<file path="config.mk">
export PLATFORM = sky130hd
export DESIGN_NAME = serv_lsbuf2
export DESIGN_NICKNAME = d
export VERILOG_FILES = /design/src/rtl/serv_lsbuf_pkg.sv /design/src/rtl/serv_lsbuf_fsm.sv /design/src/rtl/serv_lsbuf2.sv
export SDC_FILE = /design/constraint.sdc
export NUM_CORES = 1
export LEC_CHECK = 0
export CAP_MARGIN = 30
export CORE_ASPECT_RATIO = 0.75
export CORE_UTILIZATION = 42
export CTS_CLUSTER_DIAMETER = 120
export DETAILED_ROUTE_END_ITERATION = 6
export GPL_TIMING_DRIVEN = 0
export PLACE_DENSITY_LB_ADDON = 0.25
export SLEW_MARGIN = 20
export SYNTH_ARGS = -nofsm -noshare
export SYNTH_HDL_FRONTEND = slang
export SYNTH_SLANG_ARGS = --single-unit
</file>
<file path="constraint.sdc">
create_clock -name i_clk -period 2 [get_ports i_clk]
set_input_delay 0.4 -clock i_clk [delete_from_list [all_inputs] [get_ports i_clk]]
set_output_delay 0.4 -clock i_clk [all_outputs]
set_load 0.01 [all_outputs]
</file>
<file path="src/rtl/serv_lsbuf_pkg.sv">
`default_nettype none
// +----------------------------------------------------------------------+
// | Module : serv_lsbuf_pkg                                              |
// | Desc   : Shared types, size codes and byte-select helper for lsbuf2. |
// | Rev    : 1.0  initial release                                        |
// +----------------------------------------------------------------------+
package serv_lsbuf_pkg;

    typedef enum logic [1:0] {
        ST_IDLE      = 2'd0,
        ST_REQ       = 2'd1,
        ST_LOAD_HOLD = 2'd2
    } lsbuf_state_t;

    localparam logic [1:0] SZ_BYTE = 2'd0;
    localparam logic [1:0] SZ_HALF = 2'd1;
    localparam logic [1:0] SZ_WORD = 2'd2;

    // Unknown size codes fall back to a full-word enable.
    function automatic logic [3:0] sel_from(input logic [1:0] size, input logic [1:0] lsb);
        logic [3:0] sel;
        case (size)
            SZ_BYTE: sel = 4'b0001 << lsb;
            SZ_HALF: sel = 4'b0011 << lsb;
            default: sel = 4'b1111;
        endcase
        return sel;
    endfunction

endpackage
`default_nettype wire

</file>
<file path="src/rtl/serv_lsbuf_fsm.sv">
`default_nettype none
// +----------------------------------------------------------------------+
// | Module : serv_lsbuf_fsm                                              |
// | Desc   : Data-bus handshake FSM with registered cyc and byte enables.|
// | Rev    : 1.0  initial release                                        |
// +----------------------------------------------------------------------+
module serv_lsbuf_fsm
    import serv_lsbuf_pkg::*;
(
    input  logic       i_clk,
    input  logic       i_rst_n,
    input  logic       i_start,
    input  logic       i_mem_op,
    input  logic       i_we,
    input  logic       i_ack,
    input  logic       i_en,
    input  logic       i_cnt_done,
    input  logic [1:0] i_size,
    input  logic [1:0] i_lsb,
    output logic       o_busy,
    output logic       o_cyc,
    output logic [3:0] o_sel,
    output logic       o_capture,
    output logic       o_hold_shift
);

    lsbuf_state_t r_state;
    lsbuf_state_t w_next;
    logic         r_cyc;
    logic [3:0]   r_sel;
    logic         r_we;
    logic         w_launch;

    assign w_launch = (r_state == ST_IDLE) & i_start & i_mem_op;

    always_comb begin
        w_next       = r_state;
        o_capture    = 1'b0;
        o_hold_shift = 1'b0;
        case (r_state)
            ST_IDLE: begin
                if (w_launch) w_next = ST_REQ;
            end
            ST_REQ: begin
                if (i_ack) begin
                    if (r_we) begin
                        w_next = ST_IDLE;
                    end else begin
                        w_next    = ST_LOAD_HOLD;
                        o_capture = 1'b1;
                    end
                end
            end
            ST_LOAD_HOLD: begin
                if (i_en) begin
                    o_hold_shift = 1'b1;
                    if (i_cnt_done) w_next = ST_IDLE;
                end
            end
            default: w_next = ST_IDLE;
        endcase
    end

    // Direction is latched at launch so a late change of i_we cannot redirect an ack.
    always_ff @(posedge i_clk or negedge i_rst_n) begin
        if (!i_rst_n) begin
            r_state <= ST_IDLE;
            r_cyc   <= 1'b0;
            r_sel   <= 4'b0000;
            r_we    <= 1'b0;
        end else begin
            r_state <= w_next;
            r_cyc   <= (w_next == ST_REQ);
            if (w_launch) begin
                r_sel <= sel_from(i_size, i_lsb);
                r_we  <= i_we;
            end
        end
    end

    assign o_busy = (r_state != ST_IDLE);
    assign o_cyc  = r_cyc;
    assign o_sel  = r_sel;

endmodule
`default_nettype wire

</file>
<file path="src/rtl/serv_lsbuf2.sv">
`default_nettype none
// +----------------------------------------------------------------------+
// | Module : serv_lsbuf2                                                 |
// | Desc   : Load/store/shift buffer with bus FSM, W = 1/2/4/8.          |
// | Rev    : 1.0  initial release                                        |
// +----------------------------------------------------------------------+
module serv_lsbuf2
    import serv_lsbuf_pkg::*;
#(
    parameter int W = 1,
    localparam int B = W - 1,
    localparam int L = (W > 1) ? $clog2(W) : 1
) (
    input  logic         i_clk,
    input  logic         i_rst_n,
    input  logic         i_en,
    input  logic         i_init,
    input  logic         i_cnt_done,
    input  logic         i_sh_right,
    input  logic [1:0]   i_lsb,
    input  logic [1:0]   i_bytecnt,
    input  logic [1:0]   i_size,
    input  logic         i_op_b_sel,
    input  logic         i_shift_op,
    input  logic         i_mem_op,
    input  logic         i_we,
    input  logic         i_dbus_start,
    input  logic [B:0]   i_rs2,
    input  logic [B:0]   i_imm,
    output logic [B:0]   o_op_b,
    output logic [B:0]   o_q,
    output logic         o_sh_done,
    output logic [L-1:0] o_sh_frac,
    output logic         o_busy,
    output logic         o_dbus_cyc,
    output logic [3:0]   o_dbus_sel,
    output logic [31:0]  o_dbus_dat,
    input  logic         i_dbus_ack,
    input  logic [31:0]  i_dbus_rdt
);

    if (W != 1 && W != 2 && W != 4 && W != 8) begin : g_bad_width
        $error("serv_lsbuf2: W must be 1, 2, 4 or 8");
    end

    logic [31:0]  r_dat;
    logic [31:0]  w_dat_next;
    logic         r_sh_done;
    logic [L-1:0] r_sh_frac;
    logic [L-1:0] w_frac_src;
    logic [2:0]   w_byte_sum;
    logic         w_store_fill;
    logic         w_shift_fill;
    logic         w_cnt_en;
    logic [5:0]   w_cnt_next;
    logic         w_capture;
    logic         w_hold_shift;

    serv_lsbuf_fsm u_fsm (
        .i_clk        (i_clk),
        .i_rst_n      (i_rst_n),
        .i_start      (i_dbus_start),
        .i_mem_op     (i_mem_op),
        .i_we         (i_we),
        .i_ack        (i_dbus_ack),
        .i_en         (i_en),
        .i_cnt_done   (i_cnt_done),
        .i_size       (i_size),
        .i_lsb        (i_lsb),
        .o_busy       (o_busy),
        .o_cyc        (o_dbus_cyc),
        .o_sel        (o_dbus_sel),
        .o_capture    (w_capture),
        .o_hold_shift (w_hold_shift)
    );

    assign o_op_b = i_op_b_sel ? i_rs2 : i_imm;

    // Store bytes past the top of the word are dropped so rs2 lands at i_lsb.
    assign w_byte_sum   = {1'b0, i_lsb} + {1'b0, i_bytecnt};
    assign w_store_fill = i_mem_op & i_we & i_init & i_en & (w_byte_sum < 3'd4);
    assign w_shift_fill = i_shift_op & i_init & i_en & (i_bytecnt == 2'd0);
    assign w_cnt_en     = i_shift_op & (!i_init | (i_cnt_done & i_sh_right)) & i_en & !w_capture;
    assign w_cnt_next   = r_dat[5:0] - 6'(W);

    if (W == 1) begin : g_frac_w1
        assign w_frac_src = '0;
    end else begin : g_frac_wn
        assign w_frac_src = r_dat[L-1:0];
    end

    always_comb begin
        w_dat_next = r_dat;
        if (w_capture) begin
            w_dat_next = i_dbus_rdt;
        end else if (w_cnt_en) begin
            w_dat_next = {r_dat[31:6], w_cnt_next};
        end else if (w_hold_shift) begin
            w_dat_next = r_dat >> W;
        end else if (w_store_fill | w_shift_fill) begin
            w_dat_next = {o_op_b, r_dat[31:W]};
            if (w_shift_fill & i_cnt_done) w_dat_next[5] = 1'b0;
        end
    end

    always_ff @(posedge i_clk or negedge i_rst_n) begin
        if (!i_rst_n) begin
            r_dat     <= 32'd0;
            r_sh_done <= 1'b0;
            r_sh_frac <= '0;
        end else begin
            r_dat <= w_dat_next;
            if (w_cnt_en) begin
                r_sh_done <= w_cnt_next[5];
                // Residue is taken from the pre-borrow count on the first borrow only.
                if (w_cnt_next[5] & !r_sh_done) r_sh_frac <= w_frac_src;
            end else if (w_shift_fill) begin
                r_sh_done <= 1'b0;
                r_sh_frac <= '0;
            end
        end
    end

    assign o_sh_done  = r_sh_done;
    assign o_sh_frac  = r_sh_frac;
    assign o_dbus_dat = r_dat;
    assign o_q        = r_dat[{i_lsb, 3'b000} +: W];

endmodule
`default_nettype wire

</file>
# Word level (Yosys, flattened, before mapping)
# Index checks and enable logic that the tools add are counted.
[totals]
reg_bits = 42
output_inout_bits = 42
[classes]
bitwise = 17
n_reduce_logical = 12
eq_ne = 6
addsub = 2
n_shift = 3
order_cmp = 1
n_mux = 22
[op_table]
columns = ["cell", "count"]
rows = [
  ["two-way mux 32 bit", 4],
  ["variable part select 32 x 6 -> 1 bit", 1],
  ["AND 1 bit", 15],
  ["two-way mux 1 bit", 11],
  ["two-way mux 2 bit", 5],
  ["one-hot mux 4 bit (2 select lines)", 1],
  ["== test 2 x 1 -> 1 bit (second input constant)", 3],
  ["logical NOT 2 bit", 3],
  ["one-hot mux 2 bit (3 select lines)", 1],
  ["subtractor 6 x 1 -> 6 bit (second input constant)", 1],
  ["inequality test 2 x 1 -> 1 bit (second input constant)", 2],
  ["AND reduction 2 bit", 2],
  ["nonzero test 2 bit", 2],
  ["nonzero test 4 bit", 1],
  ["left shift 1 x 2 -> 4 bit (first input constant)", 1],
  ["left shift 2 x 2 -> 4 bit (first input constant)", 1],
  ["adder 2 x 2 -> 3 bit", 1],
  ["logical NOT 1 bit", 3],
  ["less-than comparator 3 bit (second input constant)", 1],
  ["nonzero test 3 bit", 1],
  ["== test 2 bit (second input constant)", 1],
  ["OR 1 bit", 2],
]

# Logic depth before layout (Yosys ltp)
# Gate-level depths: netlist of run 1.
[depth]
word_depth = 9
depth_mapped = 7
mapped_depth_nobuf = 6

# Hierarchy
# A second synthesis of run 1 with hierarchy kept.
[unflattened]
cells_unflattened = 217
area_unflattened_um2 = 2265.9
[modules_own_cells]
columns = ["module", "n_inst", "cells_per_inst", "area_per_inst_um2"]
rows = [
  ["serv_lsbuf2", 1, 181, 1901.8],
  ["serv_lsbuf_fsm", 1, 36, 364.1],
]

# Worst setup path before layout of run 1
# No wires, ideal clock.
[synth_timing]
kind = "input to register"
startpoint = "in i_lsb[1]"
endpoint = "reg r_dat[22], in the netlist o_dbus_dat[22]"
slack_ns = 0.233
setup_ns = 0.130
path_stages = 5
arrival_time_ns = 1.637
cell_sequence = "ha_1 -> a311o_1 -> a31oi_4 -> buf_2 -> a31oi_1"
[synth_via]
elab_chain_cells = 6
[synth_rtl]
columns = ["item", "line", "text"]
rows = [
  ["from (decl)", "serv_lsbuf2.sv:20", "input logic [1:0] i_lsb,"],
  ["adder 2 x 2 -> 3 bit", "serv_lsbuf2.sv:80", "assign w_byte_sum = {1'b0, i_lsb} + {1'b0, i_bytecnt};"],
  ["less-than comparator 3 bit", "serv_lsbuf2.sv:81", "assign w_store_fill = i_mem_op & i_we & i_init & i_en & (w_byte_sum < 3'd4);"],
  ["AND 1 bit", "serv_lsbuf2.sv:81", ""],
  ["OR 1 bit", "serv_lsbuf2.sv:100", "end else if (w_store_fill | w_shift_fill) begin"],
  ["nonzero test 3 bit (no line)", "-", ""],
  ["AND reduction 2 bit (no line)", "-", ""],
  ["to (signal assigned)", "serv_lsbuf2.sv:112", "r_dat <= w_dat_next;"],
  ["to (decl)", "serv_lsbuf2.sv:46", "logic [31:0] r_dat;"],
]
# Every way passes these cells.
# A chain may end at the register's enable or synchronous reset.

# Worst setup path in the final report of run 1
[layout_timing]
startpoint = "reg r_dat[0], in the netlist o_dbus_dat[0]"
endpoint = "out o_q"
[layout_via]
elab_chain_cells = 1
[layout_rtl]
columns = ["item", "line", "text"]
rows = [
  ["variable part select 32 x 6 -> 1 bit", "serv_lsbuf2.sv:127", "assign o_q = r_dat[{i_lsb, 3'b000} +: W];"],
  ["to (decl)", "serv_lsbuf2.sv:31", "output logic [B:0] o_q,"],
]
# Every way passes these cells.

==> impl_table.tex, run 1 <==
\begin{tabular}{lr}
\hline
Metric & Value \\
\hline
\multicolumn{2}{l}{\textbf{Critical path}} \\
Minimum setup slack among reg-to-reg paths & 0.22 ns \\
Required arrival time at the worst endpoint & 1.60 ns \\
CP Launch Type & flip-flop \\
RR Startpoint & u\_fsm.r\_state[1] \\
Worst reg2reg path depth & 7 \\
Crit path DAT & 1.51 ns \\
Reg-to-reg critical path endpoint & o\_dbus\_dat[28] \\
Worst Path Class, Setup & reg -> out \\
Worst Setup SP & o\_dbus\_dat[0] \\
Peak fanout along the critical path & 4 \\
Timing endpoint of the critical path & o\_q \\
Worst setup EP type & output pin \\
\multicolumn{2}{l}{\textbf{Clocking}} \\
Clock latency on the worst-skew pair & 0.30 ns \\
Clock Path Buffers & 2 \\
Clock slew at the register clock pins of the worst setup and hold paths & 0.08 ns \\
TritonCTS buffer count & 5 \\
Root Buffer Master & sky130\_fd\_sc\_hd\_\_clkbuf\_8 \\
TritonCTS Sinks & 41 \\
CTS H-tree lvls & 2 \\
TritonCTS clock tree & built \\
\multicolumn{2}{l}{\textbf{Logic synthesis}} \\
Avg Inst Size Synth & 8.74 µm² \\
Number of warnings reported in the yosys synthesis log & 0 \\
Post-synth EDFFs & 0 \\
Area share of the largest cell type after synthesis & 0.469 \\
Leading post-synthesis cells by cell area & sky130\_fd\_sc\_hd\_\_dfrtp\_1 (47\%), sky130\_fd\_sc\_hd\_\_a31oi\_1 (8.6\%), sky130\_fd\_sc\_hd\_\_nor2\_1 (6.9\%), sky130\_fd\_sc\_hd\_\_nand2\_1 (6.7\%), sky130\_fd\_sc\_hd\_\_nand3\_1 (6.2\%) \\
Synth unique cells & 43 \\
Nets in the synthesized netlist & 304 \\
\#FFs+latches synth & 41 \\
Commonest cells post-synth & sky130\_fd\_sc\_hd\_\_dfrtp\_1 (41), sky130\_fd\_sc\_hd\_\_nor2\_1 (40), sky130\_fd\_sc\_hd\_\_nand2\_1 (39), sky130\_fd\_sc\_hd\_\_a31oi\_1 (30), sky130\_fd\_sc\_hd\_\_nand3\_1 (27) \\
Cell type with the largest total area after synthesis & sky130\_fd\_sc\_hd\_\_dfrtp\_1 \\
Fraction of synthesis flops using an asynchronous set or reset pin & 1.00 \\
Area of the mapped netlist & 2190 µm² \\
Dominant register cell in the synthesized netlist & sky130\_fd\_sc\_hd\_\_dfrtp\_1 \\
Cells after Synth & 250 \\
Seq/Total Area, Yosys & 0.469 \\
Most used standard cell by instance count after synthesis & sky130\_fd\_sc\_hd\_\_dfrtp\_1 \\
\multicolumn{2}{l}{\textbf{Run status}} \\
Run status & finished, final reports clean \\
\multicolumn{2}{l}{\textbf{Flow run}} \\
Count of maximum capacitance violations & 0 \\
\multicolumn{2}{l}{\textbf{Final layout}} \\
Final cell area excluding filler cells & 3340 µm² \\
Antenna diode count & 0 \\
Final core area utilization & 0.674 \\
Area Overhead vs Synth & 52.8\% \\
Fraction of layout cells with a size suffix above 1 & 0.104 \\
Final layout net count & 408 \\
Fill cells & 395 \\
\multicolumn{2}{l}{\textbf{Die}} \\
Y dimension of the die & 64.5 µm \\
Floorplan die width & 85.3 µm \\
Standard cell core area & 4950 µm² \\
Top-level port count & 94 \\
Core Rows & 22 \\
Total Die Area & 5500 µm² \\
Starting Density & 0.441 \\
\multicolumn{2}{l}{\textbf{Place}} \\
Placed wire-length estimate after detailed placement & 4430 µm \\
Standard cell area after detailed placement & 3200 µm² \\
Buffers on Ports & 92 \\
Routability Congestion & 0.822 \\
\multicolumn{2}{l}{\textbf{Timing}} \\
Achievable frequency & 525 MHz \\
Unrepaired setup endpoints after global routing & false \\
Tightest slew margin relative to the limit & 0.657 \\
Skew final & 0.00447 ns \\
Final Cycle Share & 0.953 \\
Number of endpoints failing setup at the final stage & 0 \\
Shortest period the worst path allows & 1.91 ns \\
Endpoints failing hold & 0 \\
Fin. max-slew vios & 0 \\
Worst Max-Slew Pin Slew & 0.514 ns \\
\multicolumn{2}{l}{\textbf{Detailed routing}} \\
Final wirelength & 6090 µm \\
Routed vias/inst & 5.52 \\
Routed Antenna Nets & 0 \\
Average wire per standard cell & 14.7 µm \\
Overall via count from detail\_route & 2290 \\
Post-detailed-route DRC marker count & 0 \\
Count of routing violations after the opening detailed-route iteration & 149 \\
Total iterations of the first detailed-routing run & 4 \\
\multicolumn{2}{l}{\textbf{Global route}} \\
Gr ovfl total & 0 \\
Initial antenna violation count & 0 \\
Global-route wire length before repair & 10100 µm \\
Total Routing Usage GR & 0.234 \\
Maximum number of pins on one net before global-route repair & 33 \\
Number of global-route vias before repair & 2098 \\
\multicolumn{2}{l}{\textbf{Power and ir drop}} \\
Power per cell area & 1330 nW/µm² \\
Post-route total power & 4.45 mW \\
Worst supply voltage drop on vdd & 0.000657 V \\
Static power due to leakage & 1.36 nW \\
\multicolumn{2}{l}{\textbf{Hold path}} \\
Hold WC Path Type & in -> async \\
\hline
\end{tabular}
critical path: stages, from the launching register on:
cell and delay, ns:
sky130_fd_sc_hd__dfrtp_1 0.44, sky130_fd_sc_hd__mux4_2 0.47, sky130_fd_sc_hd__dlygate4sd2_1 0.31
how the worst min path moves through the flow:
stage	start	endpoint	slack, ns	cells past startpoint
finish	i_rst_n	o_dbus_dat[5]	0.49	2
global route	i_rst_n	o_dbus_dat[11]	0.53	2
CTS	i_rst_n	o_dbus_dat[5]	0.50	2
detailed placement	i_rst_n	o_dbus_dat[5]	0.28	1
global placement	o_sh_done	o_sh_done	0.49	2
floorplan	i_rst_n	o_dbus_dat[0]	0.10	0
kinds of logic (layout without fill, tap and decap cells):
family	Yosys count	after routing	synth area share
compound gates	50	50	0.159
xor+xnor	4	4	0.0160
fa+ha+maj	2	2	0.0114
buf+inv	22	127	0.0538
flops	41	41	0.469
mux	4	4	0.0258
other cells	1	1	0.00172
simple gates	126	126	0.263
cell usage in the layout (no fill, tap or decap), types with 2 or more instances in the layout:
| cell type | count |
|---|---|
| sky130_fd_sc_hd__clkdlybuf4s50_1 | 86 |
| sky130_fd_sc_hd__dfrtp_1 | 41 |
| sky130_fd_sc_hd__nor2_1 | 40 |
| sky130_fd_sc_hd__nand2_1 | 39 |
| sky130_fd_sc_hd__a31oi_1 | 30 |
| sky130_fd_sc_hd__nand3_1 | 27 |
| sky130_fd_sc_hd__clkbuf_1 | 7 |
| sky130_fd_sc_hd__a21oi_1 | 5 |
| sky130_fd_sc_hd__nand4_1 | 5 |
| sky130_fd_sc_hd__buf_4 | 5 |
| sky130_fd_sc_hd__clkbuf_8 | 5 |
| sky130_fd_sc_hd__or2_2 | 4 |
| sky130_fd_sc_hd__inv_1 | 4 |
| sky130_fd_sc_hd__buf_2 | 3 |
| sky130_fd_sc_hd__mux2_2 | 3 |
| sky130_fd_sc_hd__clkbuf_2 | 3 |
| sky130_fd_sc_hd__buf_6 | 3 |
| sky130_fd_sc_hd__nor3b_1 | 2 |
| sky130_fd_sc_hd__xnor2_1 | 2 |
| sky130_fd_sc_hd__xor2_1 | 2 |
| sky130_fd_sc_hd__o211ai_1 | 2 |
| sky130_fd_sc_hd__o21ai_0 | 2 |
| sky130_fd_sc_hd__ha_1 | 2 |
| sky130_fd_sc_hd__clkinvlp_4 | 2 |
| sky130_fd_sc_hd__buf_12 | 2 |
| sky130_fd_sc_hd__dlygate4sd2_1 | 2 |
flip-flops by register name, indices dropped and copies added, names as in the netlist:
| register | count |
|---|---|
| u_fsm.o_cyc | 1 |
| u_fsm.r_we | 1 |
| u_fsm.o_sel | 4 |
| u_fsm.r_state | 2 |
| o_dbus_dat | 32 |
| o_sh_done | 1 |
through the flow:
step / hold WS, ns / TNS, ns / setup slack [ns] / cells
floorplan: 0.104 / 0 / 0.233 / 250
global placement: 0.494 / -37.88 / -0.573 / 402
detailed placement: 0.277 / -17.81 / -0.601 / 403
CTS: 0.502 / 0 / 0.0154 / 415
global route: 0.528 / 0 / 0.0000491 / 415
finish: 0.487 / 0 / 0.0937 / 415
power breakdown:
group	switching, mW	internal (mW)
Sequential	0.364	1.22
Clock	0.303	0.246
Combinational	1.00	1.31
layout make-up:
| cell class | instances | area, µm² | share of cell area |
|---|---|---|---|
| clock buffers | 6 | 72.6 | 0.0217 |
| flip-flops and latches | 41 | 1030 | 0.307 |
| well taps | 60 | 75.1 | 0.0225 |
| clock inverters | 2 | 15.0 | 0.00449 |
| repair buffers | 97 | 981 | 0.294 |
| plain buffers | 18 | 114 | 0.0341 |
| inverters | 4 | 15.0 | 0.00449 |
| multi-input cells | 187 | 1040 | 0.312 |
per-layer routing:
metal / global-route usage / part of all wire / vias to the layer above
met5: 0 / 0 / -
met4: 0.0792 / 0.017 / 0
met3: 0.0471 / 0.077 / 13
met2: 0.359 / 0.43 / 113
met1: 0.332 / 0.47 / 1066
li1: - / - / 1098
timing repair:
item,in CTS,in global routing
setup endpoints to repair,34,27
gates resized for setup,8,10
setup buffers,2,0
cloned,1,0
pin swaps,1,2
hold buffers,1,0
hold endpoints to repair,9,0
Power figures use the tool's default switching activity.
==> run 2: changes to the inputs <==
--- a/config.mk
+++ b/config.mk
@@ -5,10 +5,12 @@
 export SDC_FILE = /design/constraint.sdc
 export NUM_CORES = 1
 export LEC_CHECK = 0
+export ABC_AREA = 1
 export CAP_MARGIN = 30
 export CORE_ASPECT_RATIO = 0.75
-export CORE_UTILIZATION = 42
+export CORE_UTILIZATION = 43
 export CTS_CLUSTER_DIAMETER = 120
+export CTS_CLUSTER_SIZE = 10
 export DETAILED_ROUTE_END_ITERATION = 6
 export GPL_TIMING_DRIVEN = 0
 export PLACE_DENSITY_LB_ADDON = 0.25
==> impl_table.tex, run 2 <==
\begin{tabular}{lr}
\hline
Metric & Value \\
\hline
\multicolumn{2}{l}{\textbf{Detailed routing}} \\
Count of routing violations after the opening detailed-route iteration & 84 \\
Uppermost routed layer & met4 \\
Detailed-route wire length on metal 1 & 3090 µm \\
Post-detailed-route DRC marker count & 0 \\
Detailed route wirelength on metal2 & 2730 µm \\
Average wire per standard cell & 12.6 µm \\
Overall via count from detail\_route & 2346 \\
Routed vias/inst & 4.80 \\
Final wirelength & 6140 µm \\
Detailed route wirelength on metal3 & 305 µm \\
Routed Antenna Nets & 0 \\
Total iterations of the first detailed-routing run & 4 \\
\multicolumn{2}{l}{\textbf{Logic synthesis}} \\
Post-synthesis share of cell area spent on xor and xnor gates & 0.00774 \\
Adder-cell share of the synthesized area & 0.0111 \\
Seq/Total Area, Yosys & 0.453 \\
Simple-gate area share of the yosys netlist & 0.253 \\
Avg Inst Size Synth & 7.16 µm² \\
Number of warnings reported in the yosys synthesis log & 0 \\
Area share of the largest cell type after synthesis & 0.453 \\
Area of the mapped netlist & 2260 µm² \\
Most used standard cell by instance count after synthesis & sky130\_fd\_sc\_hd\_\_nand2\_1 \\
Nets in the synthesized netlist & 370 \\
Main combinational cell family by area after synthesis & simple AND/OR/NAND/NOR gates \\
Share of cell area taken by muxes after synthesis & 0.00498 \\
Post-synth EDFFs & 0 \\
Fraction of synthesis flops using an asynchronous set or reset pin & 1.00 \\
Cells after Synth & 316 \\
Synth unique cells & 25 \\
Cell type with the largest total area after synthesis & sky130\_fd\_sc\_hd\_\_dfrtp\_1 \\
Leading post-synthesis cells by cell area & sky130\_fd\_sc\_hd\_\_dfrtp\_1 (45\%), sky130\_fd\_sc\_hd\_\_nand2\_1 (18\%), sky130\_fd\_sc\_hd\_\_o21ai\_0 (12\%), sky130\_fd\_sc\_hd\_\_inv\_1 (7.1\%), sky130\_fd\_sc\_hd\_\_nand3\_1 (2.7\%) \\
Commonest cells post-synth & sky130\_fd\_sc\_hd\_\_nand2\_1 (109), sky130\_fd\_sc\_hd\_\_o21ai\_0 (56), sky130\_fd\_sc\_hd\_\_inv\_1 (43), sky130\_fd\_sc\_hd\_\_dfrtp\_1 (41), sky130\_fd\_sc\_hd\_\_nand3\_1 (12) \\
\#FFs+latches synth & 41 \\
Fraction of the mapped netlist area in compound gates & 0.162 \\
Dominant register cell in the synthesized netlist & sky130\_fd\_sc\_hd\_\_dfrtp\_1 \\
\multicolumn{2}{l}{\textbf{Clocking}} \\
Root Buffer Master & sky130\_fd\_sc\_hd\_\_clkbuf\_8 \\
TritonCTS clock tree & built \\
TritonCTS Sinks & 41 \\
TritonCTS buffer count & 5 \\
Post-CTS repair timing setup buffer count & 0 \\
CTS H-tree lvls & 2 \\
Clock latency on the worst-skew pair & 0.29 ns \\
Clock slew at the register clock pins of the worst setup and hold paths & 0.09 ns \\
Clock Path Buffers & 2 \\
\multicolumn{2}{l}{\textbf{Die}} \\
Core Rows & 22 \\
Standard cell core area & 4980 µm² \\
Total Die Area & 5560 µm² \\
Starting Density & 0.454 \\
Top-level port count & 94 \\
Floorplan die width & 85.8 µm \\
Y dimension of the die & 64.8 µm \\
\multicolumn{2}{l}{\textbf{Timing}} \\
Achievable frequency & 523 MHz \\
Number of endpoints failing setup at the final stage & 0 \\
Fin Setup TNS & 0 ns \\
Unrepaired setup endpoints after global routing & false \\
Skew final & 0.00961 ns \\
Final Cycle Share & 0.956 \\
Shortest period the worst path allows & 1.91 ns \\
Endpoints failing hold & 0 \\
Fin. max-slew vios & 0 \\
\multicolumn{2}{l}{\textbf{Final layout}} \\
Final core area utilization & 0.679 \\
Number of flip-flops under the largest register name & 32 \\
Area Overhead vs Synth & 49.5\% \\
Leading cell type in the layout, fill and taps excluded & sky130\_fd\_sc\_hd\_\_nand2\_1 \\
Fraction of layout cells with a size suffix above 1 & 0.0767 \\
Final layout net count & 470 \\
Most used cells in the layout excluding fill and tap cells & sky130\_fd\_sc\_hd\_\_nand2\_1 (109), sky130\_fd\_sc\_hd\_\_clkdlybuf4s50\_1 (87), sky130\_fd\_sc\_hd\_\_o21ai\_0 (56), sky130\_fd\_sc\_hd\_\_inv\_1 (42), sky130\_fd\_sc\_hd\_\_dfrtp\_1 (41) \\
Antenna diode count & 0 \\
\multicolumn{2}{l}{\textbf{Critical path}} \\
CP Launch Type & input port \\
Largest incremental delay on the critical path & 0.50 ns \\
Worst setup EP type & flip-flop \\
Crit path DAT & 2.06 ns \\
Cell breakdown of the critical path & clkdlybuf4s50\_1, ha\_1, nand3\_1, nand4\_1, a21oi\_4, buf\_2, o21ai\_0 \\
Worst Path Class, Setup & in -> reg \\
Buf/Inv on CP & 2 \\
Instance count on the critical path & 7 \\
Largest delay contributor family on the critical path & buffers and inverters \\
Slowest stage cell, crit path & sky130\_fd\_sc\_hd\_\_clkdlybuf4s50\_1 \\
Peak fanout along the critical path & 10 \\
Required arrival time at the worst endpoint & 2.15 ns \\
Worst reg2reg path depth & 8 \\
\multicolumn{2}{l}{\textbf{Hold path}} \\
Hold WC Path Type & in -> async \\
\multicolumn{2}{l}{\textbf{Power and ir drop}} \\
Static power due to leakage & 1.57 nW \\
Worst supply voltage drop on vdd & 0.000666 V \\
Power per cell area & 1170 nW/µm² \\
\multicolumn{2}{l}{\textbf{Global route}} \\
Number of global-route vias before repair & 2192 \\
Total Routing Usage GR & 0.231 \\
Maximum number of pins on one net before global-route repair & 24 \\
Gr ovfl total & 0 \\
Global-route wire length before repair & 10100 µm \\
Initial antenna violation count & 0 \\
\multicolumn{2}{l}{\textbf{Run status}} \\
Run status & finished, final reports clean \\
\multicolumn{2}{l}{\textbf{Place}} \\
Placed wire-length estimate after detailed placement & 4670 µm \\
Routability Congestion & 0.846 \\
Buffers on Ports & 92 \\
\multicolumn{2}{l}{\textbf{Flow run}} \\
Count of maximum capacitance violations & 0 \\
\hline
\end{tabular}
==> run 2: cell types whose count changed after synthesis, moves of 15 or more <==
| cell | before | now |
|---|---|---|
| sky130_fd_sc_hd__a31oi_1 | 30 | 0 |
| sky130_fd_sc_hd__inv_1 | 4 | 43 |
| sky130_fd_sc_hd__nand2_1 | 39 | 109 |
| sky130_fd_sc_hd__nand3_1 | 27 | 12 |
| sky130_fd_sc_hd__nor2_1 | 40 | 11 |
| sky130_fd_sc_hd__o21ai_0 | 2 | 56 |
==> run 2: cell type report <==
type | instances | area (µm²)
buffer | 13 | 73.8
multi-input combinational | 217 | 997
sequential | 41 | 1030
inverter | 45 | 169
fill | 435 | 1600
tap | 72 | 90.1
clock buffer | 6 | 72.6
clock inverter | 2 | 10.0
timing repair buffer | 93 | 945
==> run 2: per-layer routing <==
metal | up-vias | GRT usage
li1 | 1198 | -
met1 | 1079 | 0.332
met2 | 67 | 0.367
met3 | 2 | 0.0484
met4 | 0 | 0.0333
met5 | - | 0
==> run 2: power by group <==
part	switching [mW]	total (mW)	internal [mW]
registers	0.245	1.41	1.17
clock network	0.288	0.530	0.242
logic	0.996	2.01	1.02
==> run 2: logic make-up after synthesis <==
family | count (synthesis)
flip-flops | 41
adder cells (fa/ha/maj) | 2
AO/OA/AOI/OAI | 70
AND/OR/NAND/NOR | 141
buffers and inverters | 58
other | 1
XOR/XNOR | 2
multiplexers | 1
==> run 2: metrics by stage <==
step                      setup WS [ns]  std cells  hold WS, ns  instance area [µm²]  power (mW)
after floorplan                   0.478        316        0.104                 2260        2.39
after global placement           -0.580        480        0.471                 3270        3.36
after detailed placement         -0.402        481        0.389                 3300        3.43
after CTS                       0.00675        489       0.0719                 3380        3.97
after global routing            0.00287        489       0.0781                 3380        4.27
final                            0.0886        489       0.0583                 3380        3.95
==> run 2: final timing paths <==
| check | from | end | slack [ns] |
|---|---|---|---|
| min | i_rst_n | o_dbus_dat[20] | 0.06 |
| min in group i_clk | u_fsm.o_sel[3] | u_fsm.o_sel[3] | 0.50 |
| max in group asynchronous | i_rst_n | o_dbus_dat[30] | 1.45 |
| min reg2reg | u_fsm.o_sel[3] | u_fsm.o_sel[3] | 0.50 |
| max | i_bytecnt[1] | o_dbus_dat[15] | 0.09 |
| max reg2reg | u_fsm.r_state[1] | o_dbus_dat[15] | 0.34 |
==> run 2: timing repair <==
action	CTS	global route
hold buffers	0	0
resized for setup	6	2
endpoints found under the setup margin	2	26
==> run 3: changes to the inputs <==
--- a/config.mk
+++ b/config.mk
@@ -9,7 +9,7 @@
 export CAP_MARGIN = 30
 export CORE_ASPECT_RATIO = 0.75
 export CORE_UTILIZATION = 43
-export CTS_CLUSTER_DIAMETER = 120
+export CTS_CLUSTER_DIAMETER = 30
 export CTS_CLUSTER_SIZE = 10
 export DETAILED_ROUTE_END_ITERATION = 6
 export GPL_TIMING_DRIVEN = 0
==> results of run 3 <==
The final DEF is identical to that of run 2; final timing and power are the same.
